--- config.mk ---
export PLATFORM = sky130hd
export DESIGN_NAME = data_mem_arbiter_flat
export DESIGN_NICKNAME = d
export VERILOG_FILES = /design/src/rtl/data_mem_arbiter_if.sv /design/src/rtl/data_mem_arbiter.sv /design/src/flat_wrapper.sv
export SDC_FILE = /design/constraint.sdc
export NUM_CORES = 1
export LEC_CHECK = 0
export CAP_MARGIN = 20
export CORE_MARGIN = 8
export CORE_UTILIZATION = 26
export DETAILED_ROUTE_END_ITERATION = 8
export HOLD_SLACK_MARGIN = 0.06
export PLACE_DENSITY = 0.81
export SYNTH_ARGS = -nofsm -noshare
export SYNTH_HDL_FRONTEND = slang
export SYNTH_SLANG_ARGS = --single-unit
--- constraint.sdc ---
create_clock -name CLK -period 2 [get_ports CLK]
set_clock_uncertainty 0.05 [all_clocks]
set_input_delay 0.4 -clock CLK [delete_from_list [all_inputs] [get_ports CLK]]
set_output_delay 0.4 -clock CLK [all_outputs]
set_load 0.02 [all_outputs]
--- src/rtl/data_mem_arbiter_if.sv ---
// Bus bundle between the core, the auxiliary port and data_memory.
// The slave modport is the arbiter's view, the master modport the environment's.
interface data_mem_arbiter_if #(
  parameter int ADDR_W = 10,
  parameter int DATA_W = 16
);
  // core port
  logic              c_req;
  logic              c_we;
  logic [ADDR_W-1:0] c_addr;
  logic [DATA_W-1:0] c_wdata;
  logic              c_gnt;
  logic              c_stall;
  logic [DATA_W-1:0] c_rdata;
  logic              c_rvalid;
  // auxiliary port
  logic              a_req;
  logic              a_we;
  logic              a_lock;
  logic [ADDR_W-1:0] a_addr;
  logic [DATA_W-1:0] a_wdata;
  logic              a_gnt;
  logic [DATA_W-1:0] a_rdata;
  logic              a_rvalid;
  // memory side
  logic              mem_we;
  logic [ADDR_W-1:0] mem_addr;
  logic [DATA_W-1:0] mem_wdata;
  logic [DATA_W-1:0] mem_rdata;

  modport slave (
    input  c_req, c_we, c_addr, c_wdata,
    input  a_req, a_we, a_lock, a_addr, a_wdata,
    input  mem_rdata,
    output c_gnt, c_stall, c_rdata, c_rvalid,
    output a_gnt, a_rdata, a_rvalid,
    output mem_we, mem_addr, mem_wdata
  );

  modport master (
    output c_req, c_we, c_addr, c_wdata,
    output a_req, a_we, a_lock, a_addr, a_wdata,
    output mem_rdata,
    input  c_gnt, c_stall, c_rdata, c_rvalid,
    input  a_gnt, a_rdata, a_rvalid,
    input  mem_we, mem_addr, mem_wdata
  );
endinterface

--- src/rtl/data_mem_arbiter.sv ---
// Single-port data memory arbiter: core has priority, aux is protected from
// starvation by a saturating denial counter and may take bounded locked bursts.
module data_mem_arbiter #(
  parameter int ADDR_W     = 10,
  parameter int DATA_W     = 16,
  parameter int STARVE_MAX = 4,
  parameter int BURST_MAX  = 8
) (
  input logic               CLK,
  input logic               RST_N,
  data_mem_arbiter_if.slave bus
);
  localparam int SW = $clog2(STARVE_MAX + 1);
  localparam int BW = $clog2(BURST_MAX + 1);
  localparam logic [SW-1:0] SMAX  = SW'(STARVE_MAX);
  localparam logic [BW-1:0] BLAST = BW'(BURST_MAX - 1);

  typedef enum logic {IDLE, BURST} state_t;

  state_t          state_q, state_d;
  logic [SW-1:0]   starve_q, starve_d;
  logic [BW-1:0]   burst_q, burst_d;
  logic            rd_c_q, rd_c_d;
  logic            rd_a_q, rd_a_d;
  logic            c_gnt, a_gnt, in_burst, starved;
  logic [ADDR_W-1:0] mux_addr;
  logic [DATA_W-1:0] mux_wdata;

  // Grant decision; while reset is held the IDLE rule applies regardless of state.
  always_comb begin
    in_burst = (state_q == BURST) && RST_N;
    starved  = (starve_q == SMAX);
    if (in_burst) begin
      a_gnt = bus.a_req;
      c_gnt = 1'b0;
    end else begin
      a_gnt = bus.a_req && (!bus.c_req || starved);
      c_gnt = bus.c_req && !a_gnt;
    end
  end

  // Next-state: burst tracking, starvation counter, read tags.
  always_comb begin
    state_d  = state_q;
    burst_d  = burst_q;
    starve_d = (bus.a_req && !a_gnt) ? (starved ? starve_q : starve_q + SW'(1)) : '0;
    rd_c_d   = c_gnt & ~bus.c_we;
    rd_a_d   = a_gnt & ~bus.a_we;
    case (state_q)
      IDLE: begin
        // a cap of one grant never needs the burst state
        if (a_gnt && bus.a_lock && (BURST_MAX > 1)) begin
          state_d = BURST;
          burst_d = BW'(1);
        end
      end
      BURST: begin
        // in BURST a_gnt == a_req, so the cap test implies this grant completes
        if (!bus.a_lock || !bus.a_req || (burst_q == BLAST)) begin
          state_d  = IDLE;
          burst_d  = '0;
          starve_d = '0;
        end else begin
          burst_d = burst_q + BW'(1);
        end
      end
      default: state_d = IDLE;
    endcase
  end

  // State registers with synchronous active-low reset.
  always_ff @(posedge CLK) begin
    if (!RST_N) begin
      state_q  <= IDLE;
      starve_q <= '0;
      burst_q  <= '0;
      rd_c_q   <= 1'b0;
      rd_a_q   <= 1'b0;
    end else begin
      state_q  <= state_d;
      starve_q <= starve_d;
      burst_q  <= burst_d;
      rd_c_q   <= rd_c_d;
      rd_a_q   <= rd_a_d;
    end
  end

  // With no grant the memory bus idles on the core's fields.
  assign mux_addr  = a_gnt ? bus.a_addr  : bus.c_addr;
  assign mux_wdata = a_gnt ? bus.a_wdata : bus.c_wdata;

  assign bus.mem_addr  = mux_addr;
  assign bus.mem_wdata = mux_wdata;
  assign bus.mem_we    = RST_N & (a_gnt ? bus.a_we : (c_gnt & bus.c_we));
  assign bus.c_gnt     = c_gnt;
  assign bus.a_gnt     = a_gnt;
  assign bus.c_stall   = bus.c_req & ~c_gnt;
  assign bus.c_rdata   = bus.mem_rdata;
  assign bus.a_rdata   = bus.mem_rdata;
  assign bus.c_rvalid  = rd_c_q;
  assign bus.a_rvalid  = rd_a_q;
endmodule

--- src/flat_wrapper.sv ---
// flat-port wrapper written by rule: the top's interface ports become plain ports
module data_mem_arbiter_flat 
#(
  parameter int ADDR_W     = 10,
  parameter int DATA_W     = 16,
  parameter int STARVE_MAX = 4,
  parameter int BURST_MAX  = 8
)
  (CLK, RST_N, bus_c_req, bus_c_we, bus_c_addr, bus_c_wdata, bus_a_req, bus_a_we, bus_a_lock, bus_a_addr, bus_a_wdata, bus_mem_rdata, bus_c_gnt, bus_c_stall, bus_c_rdata, bus_c_rvalid, bus_a_gnt, bus_a_rdata, bus_a_rvalid, bus_mem_we, bus_mem_addr, bus_mem_wdata);
  data_mem_arbiter_if #(.ADDR_W(ADDR_W), .DATA_W(DATA_W)) bus_i ();
  input logic CLK;
  input logic RST_N;
  input wire logic [$bits(bus_i.c_req)-1:0] bus_c_req;
  input wire logic [$bits(bus_i.c_we)-1:0] bus_c_we;
  input wire logic [$bits(bus_i.c_addr)-1:0] bus_c_addr;
  input wire logic [$bits(bus_i.c_wdata)-1:0] bus_c_wdata;
  input wire logic [$bits(bus_i.a_req)-1:0] bus_a_req;
  input wire logic [$bits(bus_i.a_we)-1:0] bus_a_we;
  input wire logic [$bits(bus_i.a_lock)-1:0] bus_a_lock;
  input wire logic [$bits(bus_i.a_addr)-1:0] bus_a_addr;
  input wire logic [$bits(bus_i.a_wdata)-1:0] bus_a_wdata;
  input wire logic [$bits(bus_i.mem_rdata)-1:0] bus_mem_rdata;
  output wire logic [$bits(bus_i.c_gnt)-1:0] bus_c_gnt;
  output wire logic [$bits(bus_i.c_stall)-1:0] bus_c_stall;
  output wire logic [$bits(bus_i.c_rdata)-1:0] bus_c_rdata;
  output wire logic [$bits(bus_i.c_rvalid)-1:0] bus_c_rvalid;
  output wire logic [$bits(bus_i.a_gnt)-1:0] bus_a_gnt;
  output wire logic [$bits(bus_i.a_rdata)-1:0] bus_a_rdata;
  output wire logic [$bits(bus_i.a_rvalid)-1:0] bus_a_rvalid;
  output wire logic [$bits(bus_i.mem_we)-1:0] bus_mem_we;
  output wire logic [$bits(bus_i.mem_addr)-1:0] bus_mem_addr;
  output wire logic [$bits(bus_i.mem_wdata)-1:0] bus_mem_wdata;
  assign bus_i.c_req = bus_c_req;
  assign bus_i.c_we = bus_c_we;
  assign bus_i.c_addr = bus_c_addr;
  assign bus_i.c_wdata = bus_c_wdata;
  assign bus_i.a_req = bus_a_req;
  assign bus_i.a_we = bus_a_we;
  assign bus_i.a_lock = bus_a_lock;
  assign bus_i.a_addr = bus_a_addr;
  assign bus_i.a_wdata = bus_a_wdata;
  assign bus_i.mem_rdata = bus_mem_rdata;
  assign bus_c_gnt = bus_i.c_gnt;
  assign bus_c_stall = bus_i.c_stall;
  assign bus_c_rdata = bus_i.c_rdata;
  assign bus_c_rvalid = bus_i.c_rvalid;
  assign bus_a_gnt = bus_i.a_gnt;
  assign bus_a_rdata = bus_i.a_rdata;
  assign bus_a_rvalid = bus_i.a_rvalid;
  assign bus_mem_we = bus_i.mem_we;
  assign bus_mem_addr = bus_i.mem_addr;
  assign bus_mem_wdata = bus_i.mem_wdata;
  data_mem_arbiter #(.ADDR_W(ADDR_W), .DATA_W(DATA_W), .STARVE_MAX(STARVE_MAX), .BURST_MAX(BURST_MAX)) u_core (.CLK(CLK), .RST_N(RST_N), .bus(bus_i));
endmodule
==> results.md, run 1 <==
Logic synthesis:
- In the post-synthesis netlist, the biggest area contributors are buf_4, mux2_2, dfxtp_1, mux2_4, ha_1.
- The cell type with the highest aggregate area in the netlist is buf_4.
- The synthesized area is 1110 um2.
- The main combinational cell family by area after synthesis is multiplexers.
- The share of the Yosys chip area taken by registers is 0.180.
- Each instance of the synthesized netlist takes up on average around 9.5 um2.
- Counting flops with an async set or reset pin after synthesis yields a share of 0.
- The number of warning messages in the yosys log is 0.
- The fraction of synthesized cell area taken by the top area cell type is 0.223.
- The fraction of synthesized area in multiplexers is 0.296.
- The adder and majority gate portion of the synthesized area is 0.0338.
- When the netlist entered floorplanning its net count stood at 195.
- The number of synthesized flops with an enable pin is 0.
- The number of cells produced by synthesis is between 100 and 150.
- The compound-cell area share of the yosys netlist is 0.0721.
- The number of distinct library cells after synthesis is 30.
- The flip-flop cell with the highest count after synthesis is dfxtp_1.
- The parity-gate share of the synthesized area counting xor and xnor cells is 0.00788.
- The area share of and/or/nand/nor cells after synthesis is 0.146.
- The synthesized flop and latch total is 10.

Routing:
- The count of nets left with antenna violations once routing finished came out at 0.
- The via count is 1,114.
- The via density per instance is 4.53.
- Dividing the detail-routed wire length by the instance count gives 16.2 um.
- Detailed routing placed a total of 562 um of wire on met3.
- The met2 wire length is around 2.0 mm.
- In the routed design, unresolved DRC markers number 0.
- The number of detailed-routing iterations run before antenna repair is 4.
- The highest layer used for signal routing is met4.
- In the final routing, the length of wire on met1 measures about 1.3 mm.
- The total wire length is slightly below 4 mm.
- After the first detailed-routing iteration, the DRC count stood at 30.

Global routing:
- The number of global-route vias before repair was roughly 1,200.
- Across every metal layer, demand over resource in global routing totals 0.109.
- Global routing finished with a remaining overflow of 0.
- The number of antenna violations at the first check in global routing is 0.
- The global-route wire length before repair is 5.75 mm.
- Entering global routing, the biggest net connects 15 pins.

Final layout:
- The share of layout cells above drive strength 1 is 0.459.
- The area growth from synthesis to final layout is 87.0%.
- The number of antenna diodes in the final layout is 0.
- After routing the design area is 2080 um2.
- The final layout net count is 275.
- The post-layout utilization of the core is 0.512.

Worst setup path:
- The startpoint-to-endpoint class of the critical path is register to output pin.
- The startpoint type of the worst setup path is a register.
- The slowest stage of the critical path belongs to the cell dfxtp_2.
- The worst-path maximum fanout is 6.
- The signal on the critical path passes through inv_2 -> ha_4 -> a21boi_4 -> a21boi_4 -> buf_6 -> buf_16 -> mux2_4 -> buf_6.
- The sort of element at the end of the critical path is an output pin.
- The largest single stage delay on the critical path is 0.32 ns.
- The data arrival time of the critical path is roughly 1.8 ns.
- The required time of the critical path is 1.55 ns.

Power and ir drop:
- Summing internal, switching and leakage power gives ~0.0009 W.
- The areal power density over the cells is 434 nW/um2.
- In this run the static leakage power is 0.920 nW.
- Across the VDD grid, the largest voltage drop is approximately 0.27 mV.

STA:
- The setup TNS is -4.72 ns.
- The worst slew slack as a fraction of its limit is 0.731.
- Of the available clock period, the critical path in the final layout requires 1.10.
- The number of slew-limit violations in the final report was 0.
- The worst path setup slack after routing is -0.204 ns.
- Setup violations remaining at the end of the flow were counted as 27.
- Static timing analysis puts the maximum clock frequency at 0.454 GHz.
- Final hold analysis gives a worst-case slack of 0.436 ns.
- The hold violation total from the final report is 0.
- The transition time at the pin with the least slew margin is 0.402 ns.
- Setup repair after global routing could not meet its margin everywhere.
- After layout, the minimum clock period comes to around 2.2 ns.

Outcome:
- The run finished, with violations left.
- The final reports fail on negative setup slack.

CTS:
- In this run the number of H-tree levels came out at 1.
- The clock tree from TritonCTS is built.
- The clock buffer count from CTS is 3.
- The later-pin clock latency in the skew report is 0.24 ns.
- Counting along the longest clock path gives a buffer depth of 2.
- The clock drives 10 sinks.
- For this design, the CTS-stage hold fixing added 0 buffers.
- CTS placed an instance of clkbuf_8 at the clock tree root.
- Clock-pin slew was measured on the worst setup and hold paths at ~0.05 ns.

Floorplanning:
- The boundary pin count is ~140.
- The area of the core is 4060 um2.
- The initial core utilization is 0.274.
- The die is a little over 80 um wide.
- The floorplan step set the die height to 81.4 um.
- The total die area is ~6600 um2.
- The floorplan row count is 23.

Placed design:
- The routability-driven placement congestion ratio is 0.773.
- The instance area after placement is roughly 1900 um2.
- The count of buffers added on input and output ports is 90.
- The sum of net half-perimeters after detailed placement is between 3 and 4 mm.

Min path:
- The path type of the worst min-delay path is register to register.

Flow run:
- The tool flagged a number of max-cap violations equal to 0.
path summary, 6_finish.rpt:
path                                         start  cells after the start                 to  slack, ns
worst max register to register  u_core.starve_q[0]                      8  u_core.burst_q[2]       0.34
worst max-delay path            u_core.starve_q[0]                      8    bus_mem_addr[8]      -0.20
worst min register to register   u_core.burst_q[1]                      2  u_core.burst_q[1]       0.44
worst min-delay path             u_core.burst_q[1]                      2  u_core.burst_q[1]       0.44
cell type report:
type / count / area [um2]
Timing Repair Buffer: 111 / 1070
Inverter: 4 / 15.0
Tap cell: 50 / 62.6
Multi-Input combinational cell: 67 / 671
Fill cell: 385 / 1980
Sequential cell: 10 / 203
Clock buffer: 4 / 55.1
synth_stat cells (2+ instances only):
master and instances:
buf_4 33, mux2_2 19, dfxtp_1 10, mux2_4 7, nand2_1 6, inv_1 4
nand4b_1 4, ha_1 3, nand3_1 3, nor2_1 3, and3_1 2, and3b_1 2
nand4_1 2, o211ai_1 2, o21ai_0 2
stage by stage:
| stage | setup WS [ns] | instances |
|---|---|---|
| finish | -0.204 | 246 |
| global route | -0.277 | 246 |
| CTS | -0.233 | 244 |
| detailed placement | -0.749 | 233 |
| global placement | -0.729 | 233 |
| floorplan | 0.0151 | 117 |
registers in the layout, indices dropped and copies added, names as in the netlist:
register,flops
u_core.burst_q,4
u_core.starve_q,3
u_core.bus.a_rvalid,1
u_core.bus.c_rvalid,1
u_core.state_q,1
routing by layer:
| layer | global-route usage | vias to the layer above |
|---|---|---|
| li1 | - | 535 |
| met4 | 0.0464 | 0 |
| met2 | 0.198 | 64 |
| met3 | 0.0508 | 4 |
| met5 | 0 | - |
| met1 | 0.103 | 511 |
critical path, delay by kind of cell, from the launching register on:
family / cells / cell delay [ns]
DFF: 1 / 0.32
AOI/OAI and AO/OA: 2 / 0.27
adders and majority gates: 1 / 0.15
muxes: 1 / 0.30
buffers and inverters: 4 / 0.48
kinds of logic (layout without fill, tap and decap cells):
| group | count (synthesis) | after routing |
|---|---|---|
| XOR/XNOR | 1 | 1 |
| multiplexers | 27 | 27 |
| adder cells (fa/ha/maj) | 3 | 3 |
| AND/OR/NAND/NOR | 27 | 27 |
| AO/OA/AOI/OAI | 9 | 9 |
| buffers and inverters | 40 | 119 |
| flip-flops | 10 | 10 |
what timing repair did:
| action | 4_1_cts | 5_1_grt |
|---|---|---|
| setup endpoints to repair | 30 | 28 |
| setup buffers | 5 | 3 |
| gates cloned | 2 | 0 |
| pin swaps | 4 | 3 |
| resized for setup | 168 | 10 |
where the power goes:
| group | switching (W) | internal, W | total (W) |
|---|---|---|---|
| registers | 0.00000392 | 0.000205 | 0.000209 |
| clock network | 0.0000841 | 0.000173 | 0.000258 |
| logic | 0.000163 | 0.000271 | 0.000434 |
cells in the final DEF (no fill, tap or decap):
cell and count:
nand4_1 2, buf_16 2, o21bai_1 1, mux2_2 11, nand3b_1 1, nand2_1 5
and3b_1 2, and3_1 2, nor3b_1 1, nor2b_1 1, buf_6 22, o21ai_0 2
dlygate4sd2_1 3, clkbuf_8 4, o211ai_1 2, xnor2_1 1, clkbuf_2 2, inv_2 2
nand3_1 3, mux2_4 15, buf_4 15, dfxtp_1 8, inv_1 2, clkdlybuf4s50_1 57
o31ai_1 1, mux2i_1 1, and2_1 1, o211a_1 1, a21boi_4 2, nor2_1 3
dfxtp_2 2, buf_2 10, nand2_2 1, ha_1 2, ha_4 1, nand4b_1 4
or3b_2 1
No activity file was read; power rests on OpenSTA's default activity.
==> run 2, diff against run 1 <==
--- a/config.mk
+++ b/config.mk
@@ -5,12 +5,13 @@
 export SDC_FILE = /design/constraint.sdc
 export NUM_CORES = 1
 export LEC_CHECK = 0
+export ABC_AREA = 1
 export CAP_MARGIN = 20
-export CORE_MARGIN = 8
+export CORE_MARGIN = 2
 export CORE_UTILIZATION = 26
 export DETAILED_ROUTE_END_ITERATION = 8
 export HOLD_SLACK_MARGIN = 0.06
-export PLACE_DENSITY = 0.81
+export PLACE_DENSITY = 0.82
 export SYNTH_ARGS = -nofsm -noshare
 export SYNTH_HDL_FRONTEND = slang
 export SYNTH_SLANG_ARGS = --single-unit
==> run 2 against run 1 <==
Effect of this change: the run now ends clean; sequential power about the same; synthesized cell count rose by 57%; via count up 18%; core utilization grew 0.15 points; worst hold slack improved by 0.016 ns; clock-buffer cell count did not move; first-iteration DRC count unchanged; total power grew 1.2%; sequential cell count unchanged; die area fell by 28%; critical path depth rose by 2; register-to-register slack improved by 0.13 ns; critical endpoint is now bus_mem_wdata[0]; highest routed layer unchanged.
==> results.md, run 2 <==
Logic synthesis:
- Of the total synthesized cell area, the portion taken by AND, OR, NAND and NOR gates is 0.433.
- The number of nets in the synthesized netlist is 262.
- By count the netlist is led by nand2_1, buf_4, dfxtp_1.
- After synthesis the cells add up to 1090 um2.
- The synthesized flop and latch total is 10.
- The number of distinct library cells after synthesis is 19.
- By area the synthesized netlist is led by nand2_1, buf_4, dfxtp_1, nand3_1, ha_1.
- Of all cell types, the one taking the most synthesized area is nand2_1.
- The number of warning messages in the yosys log is 0.
- The cell with the most instances after synthesis is nand2_1.
- The share of the Yosys chip area taken by registers is 0.183.
- The number of synthesized flops with an enable pin is 0.
- The adder and majority gate portion of the synthesized area is 0.0344.
- After synthesis, the largest family of logic cells by area is simple AND/OR/NAND/NOR gates.
- Of the total synthesized cell area, the portion taken by XOR and XNOR cells is 0.0160.
- The number of cells produced by synthesis is 184.
- The fraction of synthesized cell area taken by the top area cell type is 0.320.
- The compound-cell area share of the yosys netlist is 0.0321.
- The most used flip-flop cell after synthesis is dfxtp_1.
- The synthesized area per cell is 5.94 um2.
- Measured against the total synthesized area, the mux share comes to 0.
- After synthesis, the share of flip-flops with an asynchronous set or reset is 0.

Worst setup path:
- The cell family contributing the most delay on the critical path is buffers and inverters.
- For the worst flop-to-flop path, the logic depth is 9.
- The worst setup path is captured at an output pin.
- The worst register-to-register path begins at u_core.starve_q[0].
- The delay of the slowest cell on the worst path is between 0.3 and 0.4 ns.
- The worst-path maximum fanout is 6.
- The endpoint identified for the worst register-to-register timing path is u_core.burst_q[0].
- The slowest stage of the critical path is the dfxtp_2 cell.
- The worst reg-to-reg setup slack is 0.47 ns.
- Traced cell by cell, the critical path runs through inv_2 -> ha_4 -> nand2_4 -> nand3_4 -> nand2_8 -> inv_8 -> buf_4 -> nand2_1 -> nand2_1 -> buf_4.
- The count of buffering cells on the critical path with inverters included is 4.
- The data arrival time of the critical path is approximately 1.5 ns.
- The required time of the critical path is about 1.6 ns.
- The critical path is of the register to output pin type.
- STA classifies the critical path startpoint as a register.

STA:
- For the pin with the worst max-slew slack, the measured transition is 0.392 ns.
- The final critical-path required period is between 1.5 and 2 ns.
- The hold violation total from the final report was 0.
- Based on the critical path, the design can be clocked at up to 0.516 GHz.
- The worst-case hold slack is 0.453 ns.
- The number of slew-limit violations in the final report is 0.
- The total setup violations reported at the end of the flow is 0.
- In the finished design, the share of the clock period the worst path needs comes to 0.969.
- The worst slew slack as a fraction of its limit is 0.738.
- Setup repair after global routing could not meet its margin everywhere.

Global routing:
- The first global-routing pass estimated 4.84 mm of wire.
- Entering global routing, the biggest net connects 12 pins.
- The number of global-route vias before repair is 1,237.
- Across every metal layer, demand over resource in global routing totals 0.133.
- The number of antenna violations at the first check in global routing is 0.
- The total overflow reported by the global router is 0.

Routing:
- The remaining number of nets flagged by the antenna check after routing is 0.
- After detailed routing, the average wire length per cell comes to 10.8 um.
- The pre-antenna-repair detailed-routing pass consisted of 4 iterations.
- In this run, the number of DRC markers left after iteration 0 of detailed routing was 30.
- The via density per instance is 4.24.
- After detailed routing, the total wire length is roughly 3.3 mm.
- The via count is 1,311.
- The DRC violation count after routing is 0.

Final layout:
- After filler insertion, the fill cell instance count of the layout stands at between 300 and 400.
- In the layout the commonest cells are nand2_1, clkdlybuf4s50_1, buf_6.
- The library cell used most frequently in the layout, excluding fill and tap cells, is nand2_1.
- The largest register by flop count is u_core.burst_q.
- The number of antenna diodes is 0.
- The final layout net count is approximately 340.
- The share of layout cells above drive strength 1 is 0.290.
- The flip-flop count of the largest register after layout is 4.
- The area growth from synthesis to layout is 89.5%.
- The post-layout utilization of the core is 0.514.
- The largest registers in the layout are u_core.burst_q x4, u_core.starve_q x3.

Placed design:
- After legalization and detailed placement, the total HPWL measured 2.54 mm.
- The congestion estimate from routability-driven global placement came to 0.847.
- The total of buffers placed on input and output ports is 90.

CTS:
- The CTS H-tree depth is 1.
- The clock buffer count from CTS is 3.
- The clock passes through at most 2 buffers.
- The clock root buffer is clkbuf_8.
- The count of hold buffers inserted by post-cts repair is 0.
- The tree built by TritonCTS fans out to 10 sinks.
- The later-pin clock latency in the skew report is 0.24 ns.
- TritonCTS built the clock tree.
- The clock transition at the registers of the reported paths is 0.05 ns.

Floorplanning:
- The die width is 68.8 um.
- The floorplan step defined a die boundary enclosing 4740 um2.
- Pin placement for this block handled 139 I/O pins.
- From bottom edge to top edge, the die measures 68.8 um.
- The area of the core is 4030 um2.
- In this run the core area contains 23 standard-cell rows.
- The initial utilization of the core area, before any placement, comes to 0.271.

Min path:
- The min-delay analysis places its worst path in the category register to register.
- The depth of the worst hold-timing path is 2.
- The hold path endpoint is u_core.burst_q[3].
- The worst hold path begins at u_core.burst_q[3].

Power and ir drop:
- The analysis attributes to cell leakage a power of 1.02 nW.
- For this design the ratio of total power to cell area is 441 nW/um2.
- IR analysis of the VDD net gives a maximum drop of about 0.28 mV.
- The sum of internal, switching and leakage power is 0.000912 W.

Outcome:
- The flow ran to the end, and the final reports show no timing, DRC or antenna violations.

Flow run:
- Max-cap violations in this run came to 0.
## run 2: timing repair
action | 4_1_cts | 5_1_grt
pin swaps | 4 | 7
buffers inserted | 5 | 2
endpoints found under the setup margin | 30 | 27
cloned | 2 | 0
gates resized for setup | 167 | 23
## run 2: kinds of logic (layout without fill, tap and decap cells)
family | after synthesis | after routing
adder cells (fa/ha/maj) | 3 | 3
XOR/XNOR | 2 | 2
buffers and inverters | 47 | 122
AO/OA/AOI/OAI | 7 | 7
AND/OR/NAND/NOR | 115 | 115
flip-flops | 10 | 10
## run 2: how the worst max path moves through the flow
| stage | start | to | slack, ns | depth (start not counted) |
|---|---|---|---|---|
| after global routing | u_core.starve_q[0] | bus_mem_wdata[4] | -0.007 | 10 |
| final | u_core.starve_q[0] | bus_mem_wdata[0] | 0.06 | 10 |
| after CTS | u_core.starve_q[0] | bus_mem_wdata[11] | -0.04 | 11 |
| after global placement | bus_a_req | bus_mem_addr[9] | -0.52 | 7 |
| after detailed placement | bus_a_req | bus_mem_wdata[9] | -0.55 | 7 |
| after floorplan | u_core.starve_q[0] | bus_mem_we | 0.11 | 7 |
## run 2: metal layers
layer,track usage,wire length [um],vias to the layer above
met5,0,0,-
met4,0.0515,51,0
met3,0.0373,367,9
met2,0.242,1690,57
met1,0.146,1230,562
li1,-,-,683
## run 2: stage by stage
step	cells	area (um2)	TNS (ns)	setup WS, ns
floorplan	184	1100	0	0.114
global placement	299	1890	-14.80	-0.521
detailed placement	299	1890	-15.69	-0.551
CTS	310	2050	-0.323	-0.0385
global route	309	2070	-0.0233	-0.00710
finish	309	2070	0	0.0624
## run 2: layout make-up
cell class | count | area, um2 | share of cell area
Clock buffer | 4 | 55.1 | 0.0266
Inverter | 10 | 45.0 | 0.0218
Tap cell | 50 | 62.6 | 0.0302
Timing Repair Buffer | 108 | 1070 | 0.516
Multi-Input combinational cell | 127 | 636 | 0.307
Sequential cell | 10 | 203 | 0.0979
## run 2: worst reg2reg max path: stages (launching register included)
cell and delay (ns):
dfxtp_2 0.34, inv_2 0.05, ha_4 0.16, nand2_4 0.06, nand3_4 0.09, buf_4 0.15, buf_4 0.12, buf_4 0.12
a21oi_1 0.19, a21oi_1 0.09
## run 2: where the power goes
part	switching [W]	internal, W	total, W
clock network	0.0000820	0.000173	0.000255
logic	0.000195	0.000250	0.000445
registers	0.00000519	0.000206	0.000212
